$ cat config.mk
export PLATFORM = sky130hd
export DESIGN_NAME = cmod_s7_button
export DESIGN_NICKNAME = d
export VERILOG_FILES = /design/src/rtl/cmod_s7_button.sv
export SDC_FILE = /design/constraint.sdc
export NUM_CORES = 1
export LEC_CHECK = 0
export BUFFER_PORTS_ARGS = -buffer_cell sky130_fd_sc_hd__buf_4
export CAP_MARGIN = 20
export CORE_MARGIN = 2
export CORE_UTILIZATION = 50
export CTS_CLUSTER_SIZE = 24
export DETAILED_ROUTE_END_ITERATION = 10
export PLACE_DENSITY = 0.69
export SLEW_MARGIN = 10
export SYNTH_ARGS = -nofsm -noshare
export SYNTH_HDL_FRONTEND = slang
export SYNTH_SLANG_ARGS = --single-unit
export TNS_END_PERCENT = 30
$ cat constraint.sdc
create_clock -name clk -period 2.23 [get_ports clk]
set_input_delay 0.3345 -clock clk [delete_from_list [all_inputs] [get_ports clk]]
set_output_delay 0.3345 -clock clk [all_outputs]
set_load 0.005 [all_outputs]
$ cat src/rtl/cmod_s7_button.sv
// cmod_s7_button: push-button conditioner for the Cmod S7 board.
// Each button goes through a 2-FF synchronizer and then a four-state debounce FSM.
// The FSM produces a stable level plus single-cycle press and release strobes.
// Optional long-press strobe: define CMOD_S7_BTN_LONG_PRESS_EN to build it.
// Without the macro, btn_long_o is tied to 0.
module cmod_s7_button #(
    parameter int CLK_FREQ      = 100_000_000,
    parameter int DEBOUNCE_US   = 10_000,
    parameter int NUM_BTN       = 2,
    parameter int LONG_PRESS_US = 1_000_000
) (
    input  logic               clk,
    input  logic               rst_n,
    input  logic [NUM_BTN-1:0] btn_i,
    output logic [NUM_BTN-1:0] btn_o,
    output logic [NUM_BTN-1:0] btn_press_o,
    output logic [NUM_BTN-1:0] btn_release_o,
    output logic [NUM_BTN-1:0] btn_long_o
);

    localparam int DB_CYC = CLK_FREQ / 1_000_000 * DEBOUNCE_US;
    localparam int LP_CYC = CLK_FREQ / 1_000_000 * LONG_PRESS_US;
    localparam int CW     = $clog2(DB_CYC + 1);
    localparam logic [CW-1:0] DB_LAST = CW'(DB_CYC - 1);

    // Reject parameter sets that make the debounce or hold windows meaningless.
    if (DB_CYC < 2) begin : g_bad_db
        $error("cmod_s7_button: DB_CYC must be at least 2");
    end
    if (LP_CYC < 1) begin : g_bad_lp
        $error("cmod_s7_button: LP_CYC must be at least 1");
    end

    typedef enum logic [1:0] {
        ST_STABLE_LO = 2'd0,
        ST_PEND_HI   = 2'd1,
        ST_STABLE_HI = 2'd2,
        ST_PEND_LO   = 2'd3
    } btn_state_t;

    logic [NUM_BTN-1:0] r_sync1;
    logic [NUM_BTN-1:0] r_sync2;
    btn_state_t         r_state [NUM_BTN];
    logic [CW-1:0]      r_cnt   [NUM_BTN];
    logic [NUM_BTN-1:0] r_btn;
    logic [NUM_BTN-1:0] r_press;
    logic [NUM_BTN-1:0] r_release;

    // Two-flop synchronizer: nothing downstream ever looks at btn_i directly.
    always_ff @(posedge clk or negedge rst_n) begin
        if (!rst_n) begin
            r_sync1 <= '0;
            r_sync2 <= '0;
        end else begin
            // NOTE: sequential state uses <= so both flops sample pre-edge values.
            r_sync1 <= btn_i;
            r_sync2 <= r_sync1;
        end
    end

    // Per-button debounce FSM: DB_CYC consecutive samples of a new level accept it.
    always_ff @(posedge clk or negedge rst_n) begin
        if (!rst_n) begin
            // NOTE: the small state/counter arrays are flops, not RAM, so resetting them is cheap and intended.
            for (int i = 0; i < NUM_BTN; i++) begin
                r_state[i] <= ST_STABLE_LO;
                r_cnt[i]   <= '0;
            end
            r_btn     <= '0;
            r_press   <= '0;
            r_release <= '0;
        end else begin
            // NOTE: strobes default low every cycle; a later bit assignment in the loop overrides this.
            r_press   <= '0;
            r_release <= '0;
            for (int i = 0; i < NUM_BTN; i++) begin
                case (r_state[i])
                    ST_STABLE_LO: begin
                        if (r_sync2[i]) begin
                            r_state[i] <= ST_PEND_HI;
                            r_cnt[i]   <= CW'(1);
                        end else begin
                            r_cnt[i]   <= '0;
                        end
                    end
                    ST_PEND_HI: begin
                        if (!r_sync2[i]) begin
                            r_state[i] <= ST_STABLE_LO;
                            r_cnt[i]   <= '0;
                        end else if (r_cnt[i] == DB_LAST) begin
                            r_state[i] <= ST_STABLE_HI;
                            r_cnt[i]   <= '0;
                            r_btn[i]   <= 1'b1;
                            r_press[i] <= 1'b1;
                        end else begin
                            r_cnt[i]   <= r_cnt[i] + CW'(1);
                        end
                    end
                    ST_STABLE_HI: begin
                        if (!r_sync2[i]) begin
                            r_state[i] <= ST_PEND_LO;
                            r_cnt[i]   <= CW'(1);
                        end else begin
                            r_cnt[i]   <= '0;
                        end
                    end
                    ST_PEND_LO: begin
                        if (r_sync2[i]) begin
                            r_state[i] <= ST_STABLE_HI;
                            r_cnt[i]   <= '0;
                        end else if (r_cnt[i] == DB_LAST) begin
                            r_state[i]   <= ST_STABLE_LO;
                            r_cnt[i]     <= '0;
                            r_btn[i]     <= 1'b0;
                            r_release[i] <= 1'b1;
                        end else begin
                            r_cnt[i]     <= r_cnt[i] + CW'(1);
                        end
                    end
                    default: begin
                        r_state[i] <= ST_STABLE_LO;
                        r_cnt[i]   <= '0;
                    end
                endcase
            end
        end
    end

    assign btn_o         = r_btn;
    assign btn_press_o   = r_press;
    assign btn_release_o = r_release;

`ifdef CMOD_S7_BTN_LONG_PRESS_EN
    localparam int LW = $clog2(LP_CYC + 1);
    localparam logic [LW-1:0] LP_MAX  = LW'(LP_CYC);
    localparam logic [LW-1:0] LP_LAST = LW'(LP_CYC - 1);

    logic [LW-1:0]      r_hold [NUM_BTN];
    logic [NUM_BTN-1:0] r_long;

    // Hold timer: counts cycles since the press strobe, fires once at LP_CYC, then saturates.
    always_ff @(posedge clk or negedge rst_n) begin
        if (!rst_n) begin
            for (int i = 0; i < NUM_BTN; i++) begin
                r_hold[i] <= '0;
            end
            r_long <= '0;
        end else begin
            r_long <= '0;
            for (int i = 0; i < NUM_BTN; i++) begin
                if (!r_btn[i]) begin
                    r_hold[i] <= '0;
                end else if (r_hold[i] != LP_MAX) begin
                    r_hold[i] <= r_hold[i] + LW'(1);
                    if (r_hold[i] == LP_LAST) begin
                        r_long[i] <= 1'b1;
                    end
                end
            end
        end
    end

    assign btn_long_o = r_long;
`else
    assign btn_long_o = '0;
`endif

endmodule
Word level (Yosys, flattened, before mapping)
Index checks and enable logic that the tools add are counted.
{"block": "op_classes", "add_sub_neg": 2, "n_eq_ne": 24, "mux": 46, "reduce_logical": 8}
{"operator": "one-hot mux 20 bit (4 select lines)", "count": 2}
{"operator": "two-way mux 20 bit", "count": 6}
{"operator": "adder 20 x 1 -> 20 bit, second input constant", "count": 2}
{"operator": "== test 20 bit, second input constant", "count": 2}
{"operator": "two-way mux 2 bit", "count": 12}
{"operator": "!= test 2 bit, second input constant", "count": 12}
{"operator": "two-way mux 1 bit", "count": 22}
{"operator": "one-hot mux 2 bit (4 select lines)", "count": 2}
{"operator": "!= test 3 bit, second input constant", "count": 4}
{"operator": "AND reduction 5 bit", "count": 2}
{"operator": "== test 2 bit, second input constant", "count": 4}
{"operator": "AND reduction 4 bit", "count": 2}
{"operator": "== test 2 x 1 -> 1 bit, second input constant", "count": 2}
{"operator": "zero test 2 bit", "count": 2}
{"operator": "one-hot mux 1 bit (2 select lines)", "count": 2}
{"operator": "nonzero test 2 bit", "count": 2}
{"block": "totals", "regBits": 54, "in_bits": 4, "out_inout_bits": 8, "word_cells": 90}

Depth between registers and ports, before layout
{"block": "logic_depth", "ltp_word": 4, "depth_mapped": 7, "mapped_depth_nobuf": 5}

Least setup slack after synthesis
Ideal clock, no wire load.
{"block": "synth_timing", "path_kind": "register -> register", "start": "register r_cnt[0] in the netlist's numbering", "end": "register r_cnt[18] in the netlist's numbering", "setup_ps": 78, "arrival_ps": 1965, "t_required_ps": 2152, "slack_ps": 187, "path_stages_with_launch": 7, "n_path_buf": 1, "synth_period_minus_slack_ps": 2043, "path_cell_list": "dfrtp_1 > ha_1 > nand3_2 > or4_1 > buf_2 > or4_1 > a21oi_1"}
{"block": "synth_between", "elab_chain_len": 4, "elab_cells_between_ends": 6, "classes_between": "add/sub: 1; eq/ne: 1; mux: 4"}
{"item": "start, declared", "line": "44", "rtl": "logic [CW-1:0] r_cnt [NUM_BTN];"}
{"item": "start signal, assigned by index", "line": "96", "rtl": "r_cnt[i] <= r_cnt[i] + CW'(1);"}
{"item": "start signal, assigned by index", "line": "117", "rtl": "r_cnt[i] <= r_cnt[i] + CW'(1);"}
{"item": "adder 20 x 1 -> 20 bit / == test 20 bit (equally long branches)"}
{"item": "two-way mux 20 bit (*)", "line": "90, 111"}
{"item": "two-way mux 20 bit, on equally long branches", "line": "108, 87"}
{"item": "one-hot mux 20 bit (4 select lines) (*)", "line": "77", "rtl": "case (r_state[i])"}
Every way passes the cells marked *; elsewhere a longest branch is shown, timed or not.
A chain may end at the register's enable or synchronous reset.

Final worst setup path
Same ends and word-level chain as after synthesis.

==> summary.txt <==
OUTCOME
----------------------------------------------------------------------------------------
Result of the run                                                           complete, no violations

JOB
----------------------------------------------------------------------------------------
Max-capacitance violation count                                                        0

WORST SETUP PATH
----------------------------------------------------------------------------------------
List of cells traversed by the critical path                                ha_1, nand3_2, or4_4, or4_1, a21oi_1
Origin of the critical flop-to-flop path                                        r_cnt[0]
Worst Setup Start Kind                                                         flip-flop
Critical path's slowest cell                                                sky130_fd_sc_hd__or4_4
Signal arrival time at the worst endpoint                                        2.28 ns
Reg2reg path depth                                                                     5
Maximum fanout along the worst path                                                    7
Worst reg-to-reg setup slack                                                     0.18 ns
Required time worst endpoint                                                     2.47 ns
Setup CP Type                                                               flip-flop to flip-flop
Slowest stage delay, CP                                                          0.59 ns
Kind of end point of the critical path                                         flip-flop
Destination of the worst register-to-register timing path                      r_cnt[18]

CLOCK TREE
----------------------------------------------------------------------------------------
Clock Latency Late Sink                                                          0.30 ns
Clock-pin slew on the worst setup and hold paths                                 0.09 ns
Clock Tree Buf Depth                                                                   2
Clock tree from TritonCTS                                                           done
Post-cts repair resize count                                                           0
H-tree depth                                                                           2
Sink count of the clock tree                                                          54
Count of buffers added by post-CTS timing repair for setup                             0
Number of buffers created by CTS                                                       5
Library cell used as clock root buffer                                      sky130_fd_sc_hd__clkbuf_8
Hold buffers post-CTS                                                                  0

FINAL LAYOUT
----------------------------------------------------------------------------------------
Layout Area Growth over Synthesis                                                  9.38%
Fin util                                                                           57.6%
Final Net Count                                                                      269
Layout cell share with drive strength beyond 1                                     9.85%
Diode insertion count for antenna repair                                               0

GLOBAL ROUTE
----------------------------------------------------------------------------------------
Global-route usage over all layers                                                 18.6%
Maximum number of pins on one net before global-route repair                          55
Global-route wire length before repair                                           7900 um
Vias in the first global route                                                     1,738
Number of antenna violations at the first check in global routing                      0
Remaining Overflow, GRT                                                                0

STA
----------------------------------------------------------------------------------------
Portion of the clock cycle consumed by the worst path in the final layout          91.8%
Count of pins over their slew limit                                                    0
Actual transition at the worst max-transition pin                               0.667 ns
Relative slew margins                                                              55.6%
RSZ-0062 raised after global routing                                               false
Period minus WS final                                                            2.05 ns
Max frequency                                                                    489 MHz
Setup tns final                                                                     0 ns
Final-report hold violation count                                                      0
Post-Route Skew                                                               0.00352 ns
Minimum hold slack                                                             0.0574 ns
Final-report setup violation count                                                     0

DRT
----------------------------------------------------------------------------------------
Number of violations reported at the end of detailed-routing iteration 0             123
Remaining antenna violation count                                                      0
Drt drc                                                                                0
Vias post-DR                                                                       1,815
Vias per std cell                                                                   5.48
1st-pass router iterations                                                             4
Routed length per instance                                                       13.5 um
Total wirelength of the detailed-routed design                                   4470 um

SYNTHESIS
----------------------------------------------------------------------------------------
Most area-hungry cell type in the Yosys netlist                             sky130_fd_sc_hd__dfrtp_1
Commonest register cell after synthesis                                     sky130_fd_sc_hd__dfrtp_1
Post-synthesis sequential area ratio                                               53.6%
Most repeated cell in the gate-level netlist after synthesis                sky130_fd_sc_hd__dfrtp_1
YS warnings                                                                            0
Cells taking the most area after synthesis                                  sky130_fd_sc_hd__dfrtp_1 54%, sky130_fd_sc_hd__xnor2_1 5.6%, sky130_fd_sc_hd__nor2_1 4.3%, sky130_fd_sc_hd__nand3_1 3.2%, sky130_fd_sc_hd__xor2_1 3.1%
Synth cell count leaders                                                    54 x sky130_fd_sc_hd__dfrtp_1, 29 x sky130_fd_sc_hd__nor2_1, 16 x sky130_fd_sc_hd__nand3_1, 16 x sky130_fd_sc_hd__xnor2_1
Number of distinct library cells after synthesis                                      39
Mean post-synth cell area                                                       10.0 um2
Post-synth ARST share                                                               100%
Synthesized cell area                                                        0.00252 mm2
Top cell type's share of synthesized area                                          53.6%
Count of flip-flops with a built-in enable after synthesis                             0
Gate Count Post-Synth                                                                251
Synthesized flop and latch total                                                      54

PWR
----------------------------------------------------------------------------------------
Leak pwr                                                                         1.11 nW
Clock network power share                                                          34.5%
Sequential cell fraction of total power                                            62.0%
Worst VDD drop                                                                0.000388 V
Internal power summed over all cells                                             1.26 mW
Switching share of power                                                           22.0%
Combinational Power Share                                                           3.5%
P_sw                                                                            0.354 mW
Power per Cell Area                                                           584 mW/mm2

FLOORPLAN
----------------------------------------------------------------------------------------
X dimension of the die                                                           75.0 um
Placement row count                                                                   25
Overall die area                                                             0.00563 mm2
Die Height                                                                       75.0 um
Core area                                                                    0.00479 mm2
Initial core utilization                                                           52.7%
Top Ports                                                                             12

PLACED DESIGN
----------------------------------------------------------------------------------------
Count of buffers inserted at the top-level ports                                       9
Detailed Place HPWL                                                              3060 um
Final estimated routing congestion in global placement                             0.829

HOLD PATH
----------------------------------------------------------------------------------------
Worst min path class                                                        primary input to async pin

worst max-delay path, delay by kind of cell (launching register included):
| kind | cells | cell delay, ns |
|---|---|---|
| flip-flops | 1 | 0.40 |
| AND/OR/NAND/NOR | 3 | 1.20 |
| AO/OA/AOI/OAI | 1 | 0.15 |
| adder cells (fa/ha/maj) | 1 | 0.22 |
power groups by stage:
stage | Clock [mW] | Sequential [mW] | Combinational (mW)
after floorplan | 0 | 1.02 | 0.0291
after global placement | 0 | 1.02 | 0.0589
after detailed placement | 0 | 1.02 | 0.0591
after CTS | 0.583 | 0.999 | 0.0596
after global routing | 0.617 | 1.00 | 0.0660
final | 0.556 | 0.999 | 0.0570
cells by family after synthesis:
| logic type | count (synthesis) | synth area share [%] |
|---|---|---|
| buf+inv | 19 | 3.22 |
| other cells | 1 | 0.149 |
| flops | 54 | 53.6 |
| xor+xnor | 25 | 8.68 |
| fa+ha+maj | 2 | 0.992 |
| compound gates | 40 | 9.52 |
| simple gates | 110 | 23.9 |
metrics by stage:
step	total power [mW]	worst slack, ns	std cells	instance area [um2]
6_report	1.61	0.183	331	2760
4_1_cts	1.64	0.0815	331	2760
3_5_place_dp	1.08	0.0944	323	2660
3_3_place_gp	1.08	0.170	323	2660
5_1_grt	1.68	0.0595	331	2760
2_1_floorplan	1.05	0.187	252	2530
cells in the final DEF (no fill, tap or decap), drive strengths merged, types with 3 or more instances in the layout:
| master | n |
|---|---|
| a21boi | 3 |
| a21oi | 13 |
| and2 | 5 |
| buf | 13 |
| clkbuf | 7 |
| dfrtp | 54 |
| inv | 10 |
| nand2 | 12 |
| nand3 | 17 |
| nand4 | 7 |
| nor2 | 29 |
| nor3 | 5 |
| nor4 | 6 |
| o21ai | 13 |
| o31ai | 4 |
| or3 | 9 |
| or4 | 8 |
| xnor2 | 16 |
| xor2 | 9 |
state kept, by name, indices dropped and copies added, names as in the netlist, named ones only:
signal	cells
r_sync2	2
btn_press_o	2
btn_release_o	2
r_cnt	40
r_state	2
r_sync1	2
btn_o	2
final cells by class:
type                       count  area [um2]
fill                         417        2030
sequential                    54        1350
multi-input combinational    179        1100
timing repair buffer          13        97.6
clock buffer                   7        86.3
tap                           67        83.8
inverter                      10        37.5
clock inverter                 1        5.00
worst max path at each step:
| stage | start | to | slack (ns) | depth (start not counted) |
|---|---|---|---|---|
| floorplan | r_cnt[0] | r_cnt[18] | 0.19 | 6 |
| global placement | r_cnt[0] | r_cnt[18] | 0.17 | 5 |
| detailed placement | r_cnt[0] | r_cnt[18] | 0.09 | 5 |
| CTS | r_cnt[0] | r_cnt[18] | 0.08 | 5 |
| global route | r_cnt[0] | r_cnt[18] | 0.06 | 5 |
| finish | r_cnt[0] | r_cnt[18] | 0.18 | 5 |
metal layers:
| layer | track usage, % | routed length (um) | share of wire (%) |
|---|---|---|---|
| met1 | 26.3 | 2210 | 50 |
| met2 | 28.2 | 2050 | 46 |
| met3 | 4.02 | 138 | 3.1 |
| met4 | 7.14 | 65 | 1.5 |
| met5 | 0 | 0 | 0 |
Note: power is estimated with default switching activity, not from simulation.
